[config.mk]
export PLATFORM = sky130hd
export DESIGN_NAME = ac97_frame_tx
export DESIGN_NICKNAME = d
export VERILOG_FILES = /design/src/rtl/ac97_pkg.sv /design/src/rtl/ac97_frame_tx_bit_tick_gen.sv /design/src/rtl/ac97_frame_tx.sv
export SDC_FILE = /design/constraint.sdc
export NUM_CORES = 1
export LEC_CHECK = 0
export CAP_MARGIN = 10
export CORE_MARGIN = 2
export CORE_UTILIZATION = 39
export CTS_CLUSTER_DIAMETER = 100
export CTS_CLUSTER_SIZE = 40
export DETAILED_ROUTE_END_ITERATION = 8
export PLACE_DENSITY = 0.7
export SYNTH_ARGS = -nofsm -noshare
export SYNTH_HDL_FRONTEND = slang
export SYNTH_HIERARCHICAL = 1
export SYNTH_SLANG_ARGS = --single-unit
[constraint.sdc]
create_clock -name clock_24M -period 2.9 [get_ports clock_24M]
set_clock_uncertainty 0.05 [all_clocks]
set_input_delay 0.435 -clock clock_24M [delete_from_list [all_inputs] [get_ports clock_24M]]
set_output_delay 0.435 -clock clock_24M [all_outputs]
set_load 0.01 [all_outputs]
[src/rtl/ac97_pkg.sv]
// rtl/ac97_pkg.sv - AC97 output frame geometry shared by the frame serialiser
//
// Frame positions are counted in serial bits from the frame-start bit (0)
// and every field goes out MSB first.
package ac97_pkg;

    localparam int FRAME_BITS = 256;
    localparam int TAG_BITS   = 16;
    localparam int SLOT_BITS  = 20;

    // First bit of each slot within the frame.
    localparam int SLOT1 = 16;
    localparam int SLOT2 = 36;
    localparam int SLOT3 = 56;
    localparam int SLOT4 = 76;

    // Everything from here to the end of the frame is zero.
    localparam int PAYLOAD_END = SLOT4 + SLOT_BITS;

    // Bit indices inside the 16-bit tag word.
    localparam int TAG_FRAME_VALID = 15;
    localparam int TAG_SLOT1_VALID = 14;
    localparam int TAG_SLOT2_VALID = 13;
    localparam int TAG_SLOT3_VALID = 12;
    localparam int TAG_SLOT4_VALID = 11;

    // Slot 1 bit 19: 0 selects a register write.
    localparam logic CMD_WRITE = 1'b0;

    // PCM slots are always marked valid; command slots only when a
    // command was accepted at this frame start.
    function automatic logic [TAG_BITS-1:0] make_tag(input logic cmd_pend);
        logic [TAG_BITS-1:0] t;
        t                  = '0;
        t[TAG_FRAME_VALID] = 1'b1;
        t[TAG_SLOT1_VALID] = cmd_pend;
        t[TAG_SLOT2_VALID] = cmd_pend;
        t[TAG_SLOT3_VALID] = 1'b1;
        t[TAG_SLOT4_VALID] = 1'b1;
        return t;
    endfunction

endpackage

[src/rtl/ac97_frame_tx_bit_tick_gen.sv]
// rtl/ac97_frame_tx_bit_tick_gen.sv - serial bit-rate enable from clock_24M
//
// Ports:
//   clock_24M  system clock
//   reset_n    synchronous active-low reset
//   tick       high for one clock every CLK_DIV clocks (CLK_DIV >= 2)
module bit_tick_gen #(
    parameter int CLK_DIV = 2
) (
    input  logic clock_24M,
    input  logic reset_n,
    output logic tick
);

    localparam int              CW       = (CLK_DIV > 1) ? $clog2(CLK_DIV) : 1;
    localparam logic [CW-1:0]   DIV_LAST = CW'(CLK_DIV - 1);

    logic [CW-1:0] div_cnt;

    always_ff @(posedge clock_24M) begin
        if (!reset_n) begin
            div_cnt <= '0;
        end else if (div_cnt == DIV_LAST) begin
            div_cnt <= '0;
        end else begin
            div_cnt <= div_cnt + CW'(1);
        end
    end

    // Decoded from the count so the first tick lands CLK_DIV cycles
    // after reset release.
    assign tick = (div_cnt == DIV_LAST);

endmodule

[src/rtl/ac97_frame_tx.sv]
// rtl/ac97_frame_tx.sv - AC97 output frame serialiser with register-write slots
//
// Ports:
//   clock_24M              system clock
//   reset_n                synchronous active-low reset
//   pcm_left, pcm_right    PCM samples (DATA_W <= 20), latched at frame start
//   ready                  one-cycle pulse in the frame-start tick cycle
//   cmd_valid/addr/data    pending codec register write
//   cmd_ready              one-cycle acceptance, coincident with ready
//   sdata_out              serial frame data, MSB first, registered
//   sync                   high during the 16 tag bits, registered
module ac97_frame_tx
    import ac97_pkg::*;
#(
    parameter int DATA_W  = 20,
    parameter int CLK_DIV = 2
) (
    input  logic              clock_24M,
    input  logic              reset_n,
    input  logic [DATA_W-1:0] pcm_left,
    input  logic [DATA_W-1:0] pcm_right,
    output logic              ready,
    input  logic              cmd_valid,
    input  logic [6:0]        cmd_addr,
    input  logic [15:0]       cmd_data,
    output logic              cmd_ready,
    output logic              sdata_out,
    output logic              sync
);

    logic                   tick;
    logic                   frame_start;
    logic [7:0]             bit_cnt;
    logic [7:0]             bit_cnt_nxt;

    logic [DATA_W-1:0]      left_sh;
    logic [DATA_W-1:0]      right_sh;
    logic                   cmd_pend;
    logic [6:0]             addr_sh;
    logic [15:0]            data_sh;

    logic [TAG_BITS-1:0]    tag;
    logic [SLOT_BITS-1:0]   slot1;
    logic [SLOT_BITS-1:0]   slot2;
    logic [SLOT_BITS-1:0]   slot3;
    logic [SLOT_BITS-1:0]   slot4;
    logic [PAYLOAD_END-1:0] payload;
    logic                   frame_bit;

    bit_tick_gen #(
        .CLK_DIV (CLK_DIV)
    ) u_bit_tick_gen (
        .clock_24M (clock_24M),
        .reset_n   (reset_n),
        .tick      (tick)
    );

    assign bit_cnt_nxt = bit_cnt + 8'd1;
    assign frame_start = tick && (bit_cnt == 8'(FRAME_BITS - 1));

    // Combinational so a cmd_valid that rises in the frame-start cycle is
    // acknowledged in that same cycle.
    assign ready     = frame_start;
    assign cmd_ready = frame_start && cmd_valid;

    // Slot mux works from the shadow registers. At the frame-start tick the
    // shadows still hold the previous frame, but the only bit emitted then
    // is tag bit 15 (frame valid), which is constant 1.
    always_comb begin
        tag     = make_tag(cmd_pend);
        slot1   = cmd_pend ? {CMD_WRITE, addr_sh, 12'h000} : '0;
        slot2   = cmd_pend ? {data_sh, 4'h0} : '0;
        slot3   = SLOT_BITS'(left_sh) << (SLOT_BITS - DATA_W);
        slot4   = SLOT_BITS'(right_sh) << (SLOT_BITS - DATA_W);
        payload = {tag, slot1, slot2, slot3, slot4};
        if (bit_cnt_nxt < 8'(PAYLOAD_END)) begin
            frame_bit = payload[7'(8'(PAYLOAD_END - 1) - bit_cnt_nxt)];
        end else begin
            frame_bit = 1'b0;
        end
    end

    always_ff @(posedge clock_24M) begin
        if (!reset_n) begin
            bit_cnt   <= 8'(FRAME_BITS - 1);
            sdata_out <= 1'b0;
            sync      <= 1'b0;
            left_sh   <= '0;
            right_sh  <= '0;
            cmd_pend  <= 1'b0;
            addr_sh   <= '0;
            data_sh   <= '0;
        end else if (tick) begin
            bit_cnt   <= bit_cnt_nxt;
            sdata_out <= frame_bit;
            sync      <= (bit_cnt_nxt < 8'(TAG_BITS));
            if (frame_start) begin
                left_sh  <= pcm_left;
                right_sh <= pcm_right;
                cmd_pend <= cmd_valid;
                if (cmd_valid) begin
                    addr_sh <= cmd_addr;
                    data_sh <= cmd_data;
                end
            end
        end
    end

endmodule

# After elaboration in Yosys (flattened, before gate mapping)
# Index checks and enable logic that the tools add are counted.
[totals]
elab_cells = 27
reg_bits = 75
[op_classes]
muxes = 5
addsub = 3
order_cmp = 3
reduce_logical = 5
bitwise_logic = 1
eq_ne = 1
[ops]
columns = ["op", "n"]
rows = [
  ["2-to-1 mux 20 bit", 1],
  ["2-to-1 mux 19 bit", 1],
  ["adder 8 x 1 -> 8 bit (second input constant)", 1],
  ["== test 8 bit (second input constant)", 1],
  ["less-than comparator 7 x 8 -> 1 bit (second input constant)", 1],
  ["less-than comparator 8 x 5 -> 1 bit (second input constant)", 1],
  ["less-than comparator 8 x 7 -> 1 bit (second input constant)", 1],
  ["binary-select mux 1 bit (select 7 bit)", 1],
  ["subtractor 7 bit (first input constant)", 1],
  ["AND reduction 3 bit", 1],
  ["logical AND 1 bit", 2],
  ["2-to-1 mux 1 bit", 2],
  ["AND reduction 2 bit", 1],
  ["OR reduction 2 bit", 1],
  ["adder 1 bit (second input constant)", 1],
  ["inverter 1 bit", 1],
]

# Longest topological paths before layout
# Gate-level depths: netlist of the first run.
[depth]
word_depth = 5
depth_mapped = 11

# By module
# The synthesis of the first run kept the hierarchy.
[by_module_without_submodules]
columns = ["mod", "n_inst", "area_each_um2", "cells_per_inst"]
rows = [
  ["ac97_frame_tx", 1, 3707.3, 381],
  ["bit_tick_gen", 1, 33.8, 2],
]

# Least setup slack after synthesis of the first run
# No wires, ideal clock.
[synth_path]
path_kind = "reg-to-output"
startpoint = "register bit_cnt[1]"
endpoint = "output cmd_ready"
path_stages_with_launch = 10
path_slack_ns = 0.688
path_buffers = 3
required_ns = 2.415
t_arrival_ns = 1.727
cell_sequence = "dfxtp_1 ha_1 buf_4 nand4_1 nor2_1 nand3_2 inv_2 and2_1 buf_4 buf_6"
[synth_between]
elab_chain_len = 3
[synth_rtl]
columns = ["element", "line", "source"]
rows = [
  ["start, declared", "ac97_frame_tx.sv:33", "logic [7:0] bit_cnt;"],
  ["start signal, assigned", "ac97_frame_tx.sv:85", "bit_cnt <= 8'(FRAME_BITS - 1);"],
  ["start signal, assigned", "ac97_frame_tx.sv:94", "bit_cnt <= bit_cnt_nxt;"],
  ["== test 8 bit", "ac97_frame_tx.sv:59", "assign frame_start = tick && (bit_cnt == 8'(FRAME_BITS - 1));"],
  ["logical AND 1 bit", "ac97_frame_tx.sv:59", ""],
  ["logical AND 1 bit", "ac97_frame_tx.sv:64", "assign cmd_ready = frame_start && cmd_valid;"],
  ["end, declared", "ac97_frame_tx.sv:26", "output logic cmd_ready,"],
]
# Every way passes these cells.

# Worst setup path after layout of the first run
# Ends and elaborated chain as after synthesis.

==> impl_metrics.json, run 1 <==
{
  "yosysWarnings": 6,
  "ant_nets": 0,
  "start_util_pct": 40.3,
  "fin_util_pct": 50.2,
  "grt_overflow": 0,
  "dp_slack_ps": 401,
  "irDropWorstVdd_uv": 223,
  "area_growth_pct": 24.6,
  "fin_setup_tns_ps": 0,
  "grt_util_all_layers_pct": 16.5,
  "cts_resized": 0,
  "wl_um": 7980,
  "hold_buffers": 0,
  "grt_setup_unrepaired": "no",
  "period_share_pct": 93.5,
  "worstHoldPathCells": 2,
  "endpoint_kind": "output pin",
  "min_to": "bit_cnt[5]$_SDFFE_PN1P_",
  "maxSlewViolCount": 0,
  "final_cell_mix": "nand2_1 (94), dfxtp_1 (74), clkdlybuf4s50_1 (68)",
  "synth_async_sr_flop_share_pct": 0,
  "synth_ff_type": "dfxtp_1",
  "drv_cap": 0,
  "slowest_delay_ps": 550,
  "antenna_found_initial": 0,
  "synth_cell_types": 46,
  "synthMuxAreaShare_pct": 17.9,
  "syn-num-nets": 450,
  "layout-drive-gt1-share_pct": 10.0,
  "total_power_mw": 2.63,
  "numCtsBuffers": 9,
  "stdcell_count": 578,
  "ys_seq_area_share_pct": 40.1,
  "clk_pin_slew_ps": 70,
  "clockBufferDepth": 2,
  "crit_arrival_ps": 2230,
  "grt_start_max_net_pins": 42,
  "final_common_cell": "nand2_1",
  "cts_max_level": 3,
  "vias": 2845,
  "die_height_um": 102,
  "drc_errors": 0,
  "worstHoldStart": "reset_n",
  "hold_viol": 0,
  "path_cells": "ha_4, nand4_1, nor2_2, nand3_2, inv_2, and2_1, clkdlybuf4s50_1",
  "nNetsFinal": 512,
  "rr_worst_depth": 7,
  "syn_inst": 383,
  "avgSynthCellArea_um2": 9.77,
  "n_antenna_cell": 0,
  "synth_top_family_by_area": "simple AND/OR/NAND/NOR gates",
  "dr.pass1.iters": 4,
  "gp_congestion": 0.886,
  "ioPinCount": 70,
  "place_inst": 563,
  "post_dp_cell_area_mm2": 0.00447,
  "path_buf_inv": 2,
  "ys_ff_latch": 75,
  "leakagePower_nw": 1.66,
  "placementRows": 35,
  "status": "finished clean",
  "synth.cell_area_mm2": 0.00374,
  "coreArea_mm2": 0.00928,
  "whs_ps": 393,
  "worst_slack_ps": 190,
  "worstMarginPinSlew_ps": 491,
  "post-dp-hpwl_um": 5820,
  "r2r_end": "sdata_out$_SDFFE_PN0P_",
  "min-delay-path-class": "in -> reg",
  "synthAdderAreaFrac_pct": 0.334,
  "fmax_mhz": 369,
  "vias_per_cell": 4.92,
  "critPathKind": "reg -> out",
  "setup_viol": 0,
  "cts_root_buffer": "clkbuf_8",
  "drtIter0Drc": 110,
  "clk_latency_ps": 340,
  "cts.sinks": 75,
  "fin_crit_ps": 2710,
  "startpoint_type": "register",
  "finish.instance_area_mm2": 0.00466,
  "die_area_mm2": 0.0104,
  "synth-simple-area-share_pct": 19.2,
  "cp_slowest_cell": "clkdlybuf4s50_1",
  "cp_top_family": "buffers and inverters",
  "detail_route.wl_per_cell_um": 13.8,
  "synth_xor_area_share_pct": 4.21,
  "cts_tree": "built",
  "worst-endpoint-required_ps": 2410,
  "grt_pass1_vias": 2853,
  "slew_headroom_pct": 67.0,
  "synth_edf_count": 0,
  "synth-compound-area-share_pct": 12.4,
  "r2r_start": "bit_cnt[0]$_SDFFE_PN1P_",
  "reg2reg_slack_ps": 500,
  "io_buffers": 69,
  "chipWidth_um": 102,
  "cts_setup_buffers": 0,
  "grt_pass1_wl_um": 13500,
  "crit_fanout": 7,
  "cellPowerDensity_mw_per_mm2": 563
}
==> where the power goes <==
| group | internal [mW] | total [mW] | switching [mW] |
|---|---|---|---|
| clock | 0.391 | 0.745 | 0.354 |
| sequential | 1.11 | 1.17 | 0.0607 |
| combinational | 0.361 | 0.712 | 0.351 |
| total | 1.86 | 2.63 | 0.766 |
==> flip-flops by register name (all words and copies together) (netlist names) <==
register / cells
right_sh: 20
sdata_out: 1
left_sh: 20
u_bit_tick_gen/tick: 1
bit_cnt: 8
addr_sh: 7
cmd_pend: 1
data_sh: 16
sync: 1
==> final cells by class <==
class,instances,area (µm²)
Multi-Input combinational cell,275,2040
Timing Repair Buffer,81,776
Clock inverter,3,40.0
Clock buffer,12,135
Fill cell,880,4620
Inverter,3,11.3
Sequential cell,75,1500
Tap cell,129,161
==> logic make-up (layout without fill, tap and decap cells) <==
| family | after synthesis | after routing |
|---|---|---|
| compound gates | 63 | 63 |
| xor+xnor | 15 | 15 |
| fa+ha+maj | 1 | 1 |
| buf+inv | 33 | 99 |
| flops | 75 | 75 |
| mux | 44 | 44 |
| simple gates | 152 | 152 |
==> worst reg2reg max path, delay by kind of cell, from the launching register on <==
| family | cells | cell delay, ps |
|---|---|---|
| and+or+nand+nor | 4 | 1150 |
| xor gates and xnor gates | 1 | 280 |
| DFF | 1 | 380 |
| buffers and inverters | 1 | 300 |
| AOI/OAI and AO/OA | 1 | 170 |
==> how the worst max path moves through the flow <==
stage               cells past startpoint        end  slack, ps                    start
finish                                  7  cmd_ready        190  bit_cnt[1]$_SDFFE_PN1P_
global route                            7  cmd_ready         30  bit_cnt[1]$_SDFFE_PN1P_
CTS                                     7  cmd_ready         20  bit_cnt[1]$_SDFFE_PN1P_
detailed placement                      7  cmd_ready        400  bit_cnt[1]$_SDFFE_PN1P_
global placement                        7  cmd_ready        490  bit_cnt[1]$_SDFFE_PN1P_
floorplan                               9  cmd_ready        690  bit_cnt[1]$_SDFFE_PN1P_
==> synthesized netlist by cell type, drive strengths merged, types with 2 or more instances <==
library cell / instances / area (µm²)
a21boi: 40 / 300
a21oi: 6 / 30.0
a41oi: 3 / 33.8
and2: 3 / 20.0
and3: 3 / 18.8
buf: 9 / 77.6
clkbuf: 21 / 129
dfxtp: 75 / 1500
inv: 3 / 11.3
mux2i: 28 / 280
mux4: 15 / 379
nand2: 94 / 353
nand2b: 3 / 18.8
nand3: 6 / 35.0
nand4: 3 / 18.8
nor2: 6 / 22.5
nor2b: 27 / 176
nor3b: 2 / 15.0
o211ai: 2 / 20.0
o21ai: 6 / 30.0
or2b: 2 / 17.5
xnor2: 8 / 77.6
xor2: 7 / 80.1
==> layer usage <==
layer / vias up / wire, µm / GRT usage (%)
met3: 17 / 421 / 4.45
li1: 1439 / - / -
met4: 0 / 204 / 6.05
met5: - / 0 / 0
met1: 1321 / 3530 / 21.4
met2: 68 / 3830 / 26.4
No activity file was read; power rests on OpenSTA's default activity.
==> run 2: changes to the inputs <==
Settings changed: SLEW_MARGIN set to 10.
==> results of run 2 <==
Same layout as run 1: the final DEF is identical, and so are final timing and power.
